$ cat config.mk
export PLATFORM = sky130hd
export DESIGN_NAME = ray_dispatch_scheduler
export DESIGN_NICKNAME = d
export VERILOG_FILES = /design/src/rtl/ray_dispatch_scheduler.sv
export SDC_FILE = /design/constraint.sdc
export NUM_CORES = 2
export LEC_CHECK = 0
export ABC_CLOCK_PERIOD_IN_PS = 7330
export BUFFER_PORTS_ARGS = -buffer_cell sky130_fd_sc_hd__buf_2
export CAP_MARGIN = 5
export CELL_PAD_IN_SITES_DETAIL_PLACEMENT = 0
export CELL_PAD_IN_SITES_GLOBAL_PLACEMENT = 1
export CORE_AREA = 3 3 264 266
export DETAILED_ROUTE_END_ITERATION = 16
export DIE_AREA = 0 0 267 269
export PLACE_DENSITY = 0.77
export SLEW_MARGIN = 20
export SYNTH_ARGS = -nofsm -noshare
export SYNTH_HDL_FRONTEND = slang
export SYNTH_SLANG_ARGS = --single-unit
$ cat constraint.sdc
create_clock -name clk -period 7.33 [get_ports clk]
set_clock_uncertainty 0.2 [all_clocks]
set_input_delay 1.466 -clock clk [delete_from_list [all_inputs] [get_ports clk]]
set_output_delay 1.466 -clock clk [all_outputs]
set_load 0.05 [all_outputs]
$ cat src/rtl/ray_dispatch_scheduler.sv
// Frame controller for a bank of ray-generator cores: launches every core, merges their
// rays round-robin into one registered valid/ready stream and counts the frame out.
module ray_dispatch_scheduler #(
    parameter int NUM_CORES = 4,
    parameter int CORE_W    = 3
) (
    input  logic                    clk,
    input  logic                    reset_n,
    input  logic                    start,
    input  logic [12:0]             image_width,
    input  logic [12:0]             image_height,
    output logic                    frame_busy,
    output logic                    frame_done,
    output logic [NUM_CORES-1:0]    core_en,
    input  logic [NUM_CORES-1:0]    core_valid,
    output logic [NUM_CORES-1:0]    core_ready,
    input  logic [32*NUM_CORES-1:0] core_ray_x,
    input  logic [32*NUM_CORES-1:0] core_ray_y,
    input  logic [32*NUM_CORES-1:0] core_ray_z,
    input  logic [32*NUM_CORES-1:0] core_index,
    output logic                    ray_valid,
    input  logic                    ray_ready,
    output logic [31:0]             ray_x,
    output logic [31:0]             ray_y,
    output logic [31:0]             ray_z,
    output logic [31:0]             ray_index,
    output logic [CORE_W-1:0]       ray_core
);

    typedef enum logic [1:0] {S_IDLE, S_LAUNCH, S_RUN, S_DONE} state_t;

    localparam logic [CORE_W-1:0] LAST_CORE = CORE_W'(NUM_CORES - 1);

    state_t            state, state_next;
    logic [25:0]       total, issued, delivered, frame_size;
    logic [CORE_W-1:0] rr_ptr, grant_id;
    logic              grant_found, slot_free, handshake;
    logic [31:0]       sel_x, sel_y, sel_z, sel_index;

    assign frame_size = 26'(image_width) * 26'(image_height);
    assign slot_free  = !ray_valid || ray_ready;
    assign handshake  = ray_valid && ray_ready;
    assign frame_busy = (state != S_IDLE);
    assign frame_done = (state == S_DONE);
    assign core_en    = {NUM_CORES{state == S_LAUNCH}};

    // Grant the first valid core found at rr_ptr, rr_ptr+1, ... (mod NUM_CORES).
    // NOTE: every always_comb output is defaulted first, so no path can leave a latch behind.
    always_comb begin
        grant_found = 1'b0;
        grant_id    = '0;
        core_ready  = '0;
        sel_x       = '0;
        sel_y       = '0;
        sel_z       = '0;
        sel_index   = '0;
        if (state == S_RUN && slot_free && issued < total) begin
            for (int j = 0; j < NUM_CORES; j++) begin
                for (int i = 0; i < NUM_CORES; i++) begin
                    if (!grant_found && core_valid[i] &&
                        i == (int'(rr_ptr) + j) % NUM_CORES) begin
                        grant_found   = 1'b1;
                        grant_id      = CORE_W'(i);
                        core_ready[i] = 1'b1;
                        sel_x         = core_ray_x[32*i +: 32];
                        sel_y         = core_ray_y[32*i +: 32];
                        sel_z         = core_ray_z[32*i +: 32];
                        sel_index     = core_index[32*i +: 32];
                    end
                end
            end
        end
    end

    always_comb begin
        state_next = state;
        case (state)
            S_IDLE:   if (start) state_next = (frame_size == '0) ? S_DONE : S_LAUNCH;
            S_LAUNCH: state_next = S_RUN;
            S_RUN:    if (handshake && (delivered + 26'd1) == total) state_next = S_DONE;
            S_DONE:   state_next = S_IDLE;
            default:  state_next = S_IDLE;
        endcase
    end

    // NOTE: registers use non-blocking assignments so each one samples pre-edge values.
    always_ff @(posedge clk) begin
        if (!reset_n) begin
            state     <= S_IDLE;
            total     <= '0;
            issued    <= '0;
            delivered <= '0;
            rr_ptr    <= '0;
            ray_valid <= 1'b0;
            ray_x     <= '0;
            ray_y     <= '0;
            ray_z     <= '0;
            ray_index <= '0;
            ray_core  <= '0;
        end else begin
            state <= state_next;
            case (state)
                S_IDLE: begin
                    if (start) begin
                        total     <= frame_size;
                        issued    <= '0;
                        delivered <= '0;
                        rr_ptr    <= '0;
                    end
                end
                S_RUN: begin
                    if (handshake) delivered <= delivered + 26'd1;
                    // A grant in the same cycle as a handshake reloads the slot for full throughput.
                    if (grant_found) begin
                        ray_valid <= 1'b1;
                        ray_x     <= sel_x;
                        ray_y     <= sel_y;
                        ray_z     <= sel_z;
                        ray_index <= sel_index;
                        ray_core  <= grant_id;
                        issued    <= issued + 26'd1;
                        rr_ptr    <= (grant_id == LAST_CORE) ? '0 : grant_id + 1'b1;
                    end else if (handshake) begin
                        ray_valid <= 1'b0;
                    end
                end
                default: ;
            endcase
        end
    end

endmodule

# After elaboration in Yosys (flattened, before gate mapping)
# Index checks and enable logic that the tools add are counted.
# totals
out_inout_bits	142
register_bits	214
input_bits	546
wordCells	260
# op_classes
n_reduce_logical	70
eq_ne	21
n_addsub	6
n_lt_le_gt_ge	1
n_bitwise	3
mux	147
mul	1
# ops
op	count
$mux 32	68
$logic_not 32->1	4
$pmux 26 s2	2
$mux 26	3
$add 26x1->26 const B	2
$mux 1	50
$mux 3	15
$logic_and 1x1->1	35
$eq 26x26->1	1
$logic_not 26->1	1
$lt 26x26->1	1
$mul 13x13->26	1
$eq 3x3->1 const A	6
$logic_not 1->1	16
$mux 2	6
$eq 2x3->1 const A	3
$pmux 2 s4	1
$reduce_and 2->1	4
$ne 2x2->1 const B	3
$reduce_and 3->1	2
$reduce_bool 2->1	3
$reduce_or 2->1	3
$add 2x1->2 const B	2
$add 2x2->2 const B	2
other kinds (11)	15

# Depth between registers and ports, before layout
# logic_depth
depth_word	84
mapped_depth	22
mapped_depth_nobuf	21

# Worst setup path after synthesis
# Ideal clock, no wire load.
# synth_timing
kind	input-to-reg
from	input image_height[1]
to	register state[1]
setup_slack_ps	743
t_arrival_ps	6317
required_time_ps	7060
setup_ps	70
n_path_buf	1
path_stages	20
path_cell_list	clkbuf_1 -> nand2_1 -> fa_1 -> inv_1 -> fa_1 -> inv_1 -> fa_1 -> inv_1 -> fa_1 -> fa_1 -> ha_1 -> o211ai_1 -> nand2_1 -> a31oi_2 -> xnor2_1 -> nor4_1 -> nand4_1 -> nor4_1 -> nand4b_1 -> a21oi_1
# synth_between
elab_chain_cells	5
# synth_lines
element	line_no	text
start, declared	11	input logic [12:0] image_height,
$mul 13x13->26	40	assign frame_size = 26'(image_width) * 26'(image_height);
$logic_not 26->1	78	S_IDLE: if (start) state_next = (frame_size == '0) ? S_DONE : S_LAUNCH;
$mux 2 (2 in series)	78	
$pmux 2 s4	77	case (state)
end signal, assigned	101	state <= state_next;
end, declared	34	state_t state, state_next;
# Every way passes these cells. The select of a mux whose other input is x is not followed.
# A chain may end at the register's enable or synchronous reset.

# Worst setup path after layout
# layout_timing
from	input image_width[8]
to	register state[1]
# layout_between
elab_chain_cells	5
# layout_lines
element	line_no	text
start, declared	10	input logic [12:0] image_width,
$mul 13x13->26	40	
$logic_not 26->1	78	
$mux 2 (2 in series)	78	
$pmux 2 s4	77	
# Every way passes these cells. The select of a mux whose other input is x is not followed.

==> reports/results.tsv <==
stage	metric	value	unit
run_status	run status	finished, final reports clean	
routing	final WL	108	mm
hold_path	Hold Crit Class	reg2reg	
cts	worst-skew pair later-pin latency	0.58	ns
global_routing	Total GRT Usage	0.285	
setup_path	crit start category	primary input	
sta	RSZ-0062 raised after global routing	false	
floorplanning	I/O Pins	688	
sta	Tcrit/Tclk final	0.918	
global_routing	first-pass GRT wire length	149	mm
sta	Peak Freq	0.149	GHz
placement	DP Area	0.0238	mm²
power	Max VDD drop	0.000290	V
routing	DRT antenna net count	0	
cells_and_area	most frequent cells in the layout	685 x buf_2, 325 x nand2_1, 213 x dfxtp_1, 175 x a22oi_1, 172 x inv_1	
cts	deepest clock path buffer count	3	
floorplanning	Die W	267	µm
global_routing	grt ovf	0	
power	sw frac	0.530	
sta	Final min period	6.73	ns
cells_and_area	Core Util, Final	0.370	
placement	RD Place Congestion	0.986	
power	Design Power	8.89	mW
setup_path	worst reg2reg path depth	11	
cells_and_area	commonest non-fill, non-tap cell in the layout	buf_2	
setup_path	CP peak stage delay	0.56	ns
hold_path	worst hold path depth	2	
power	Switch Pwr	4.71	mW
routing	1st-iter DRT viols	2394	
yosys	Seq/Total Area, Yosys	0.216	
sta	Final Max Tran Viols	0	
floorplanning	row cnt	95	
sta	Fin. Hold Viols	0	
setup_path	WS Path Type	in2reg	
yosys	#FFs+latches synth	213	
yosys	Most used DFF post-synth	dfxtp_1	
setup_path	Crit-path slowest cell	fa_1	
sta	endpoints failing setup	0	
cts	CTS tree	yes	
routing	Pre-antenna DRT Iters	6	
cts	H-tree depth	1	
routing	vias	22300	
cells_and_area	Synth-to-Final Area Change	26.0	%
cts	Post-CTS Setup Inserts	0	
cts	Worst-path clk slew	0.06	ns
global_routing	initial antenna violation count	45	
yosys	net count after synthesis	3234	
power	combinational power share	0.641	
cts	Inserted Clock Buffers	28	
power	Clock Power Share	0.171	
floorplanning	die height	269	µm
yosys	Distinct cells, synth	72	
placement	dpl cells	3858	
floorplanning	Starting Density	0.293	
cells_and_area	layout net count	3786	
setup_path	CP max FO	13	
cells_and_area	final instance area	0.0249	mm²
setup_path	CP most frequent cell	fa_1	
setup_path	Reg2Reg Setup Slack	3.17	ns
yosys	ys async rst share	0	
yosys	Post-synth EDFFs	0	
setup_path	CP required	7.63	ns
sta	Rel. slew slack	0.112	
cells_and_area	post-route insts no fill	3934	
yosys	Yosys warning count	0	
placement	Port Buffers	686	
floorplanning	die area	0.0718	mm²
cts	clock sinks	213	
sta	slew at the pin closest to its max-slew limit	1.33	ns
global_routing	vias in the first global route	20900	
power	Power Density	357	mW/mm²
sta	Total Neg Setup Slack	0	ns
routing	DR WL/cell	27.4	µm
cells_and_area	layout cells sized above 1	0.261	
cts	hold_buf cts	0	
setup_path	Worst Path Arrival	7.04	ns
power	Seq pwr share	0.188	
cts	post-CTS sizing	0	
yosys	Post-Syn Area	0.0197	mm²
setup_path	Critical Path End Type	flop	
yosys	syn_area_per_cell	8.02	µm²
routing	DR vias/cell	5.66	
yosys	cell count after synthesis	2463	
flow_run	max_cap viols	0	
placement	DP Wirelength	87.5	mm
setup_path	CP Cell Sequence	buf_2 > nand2_1 > fa_1 > inv_1 > fa_1 > inv_1 > fa_1 > inv_1 > fa_1 > fa_1 > ha_1 > o211ai_1 > nand2_1 > a31oi_2 > xnor2_1 > nor4_1 > nand4_1 > nor4_1 > nand4b_1 > a21oi_1	
global_routing	largest net degree at the start of global routing	81	
cts	clk root buf	clkbuf_16	
routing	DRC viols	0	
floorplanning	core area	0.0673	mm²
power	internal power	4.18	mW
power	Pleak	12.2	nW
## state kept, by name, indices dropped and copies added, names as in the netlist
name       flops
ray_index     32
total         26
state          2
delivered     26
ray_z         32
issued        26
ray_valid      1
ray_y         32
ray_core       2
ray_x         32
rr_ptr         2
## worst max-delay path: cells and delay by family
family	cells	cell delay, ns
XOR/XNOR	1	0.14
buffers and inverters	4	0.40
adder cells (fa/ha/maj)	6	2.86
AND/OR/NAND/NOR	6	1.34
AO/OA/AOI/OAI	3	0.82
## synth_stat cells, types with 34 or more instances
cell type,instances,area share
a21boi_0,36,0.014
a21oi_1,88,0.022
a221oi_1,56,0.025
a22oi_1,175,0.067
a31oi_1,34,0.011
and2_1,82,0.026
buf_2,37,0.0094
clkbuf_1,151,0.029
dfxtp_1,213,0.22
fa_1,121,0.12
ha_1,104,0.066
inv_1,172,0.033
nand2_1,326,0.062
nand3_1,146,0.037
nor2_1,74,0.014
o211a_1,99,0.050
o21ai_0,86,0.022
xnor2_1,45,0.020
## routing by layer
| layer | vias up | wire (µm) | part of all wire | track usage |
|---|---|---|---|---|
| met2 | 1131 | 46500 | 0.43 | 0.424 |
| li1 | 10100 | - | - | - |
| met4 | 28 | 9190 | 0.085 | 0.208 |
| met1 | 10800 | 42300 | 0.39 | 0.352 |
| met3 | 231 | 9520 | 0.088 | 0.0807 |
| met5 | - | 296 | 0.0027 | 0.0158 |
## path summary, 6_finish.rpt
path | start | endpoint
hold / removal | ray_index[23] | ray_index[23]
setup / recovery | image_width[8] | state[1]
hold reg to reg | ray_index[23] | ray_index[23]
setup reg to reg | total[19] | ray_index[3]
## through the flow
step / hold WS [ns] / setup WS, ns
floorplan: 0.256 / 0.743
global placement: 0.249 / 0.294
detailed placement: 0.256 / 0.0456
CTS: 0.264 / 0.639
global route: 0.278 / 0.232
finish: 0.264 / 0.598
## power groups by stage
stage | registers, mW | logic (mW) | clock network (mW)
final | 1.67 | 5.70 | 1.52
after global routing | 1.70 | 6.20 | 1.59
after CTS | 1.67 | 5.73 | 1.55
after detailed placement | 1.69 | 5.70 | 0
after global placement | 1.68 | 5.69 | 0
after floorplan | 2.51 | 3.03 | 0
## area by class of cell
cell class / count / area (µm²)
diodes: 24 / 60.1
clock buffers: 39 / 782
clock inverters: 13 / 209
fillers: 7144 / 42400
inverters: 173 / 649
multi-input cells: 1871 / 14000
flip-flops and latches: 213 / 4260
well taps: 873 / 1090
repair buffers: 728 / 3790
## kinds of logic (layout without fill, tap and decap cells)
logic type	after synthesis	in the layout	synth area share
and+or+nand+nor	806	806	0.197
AOI/OAI and AO/OA	773	773	0.293
buffers and inverters	379	953	0.0755
adders and majority gates	225	225	0.189
DFF	213	213	0.216
xor gates and xnor gates	58	58	0.0257
muxes	8	8	0.00418
other	1	25	0.000190
Note: power is estimated with default switching activity, not from simulation.
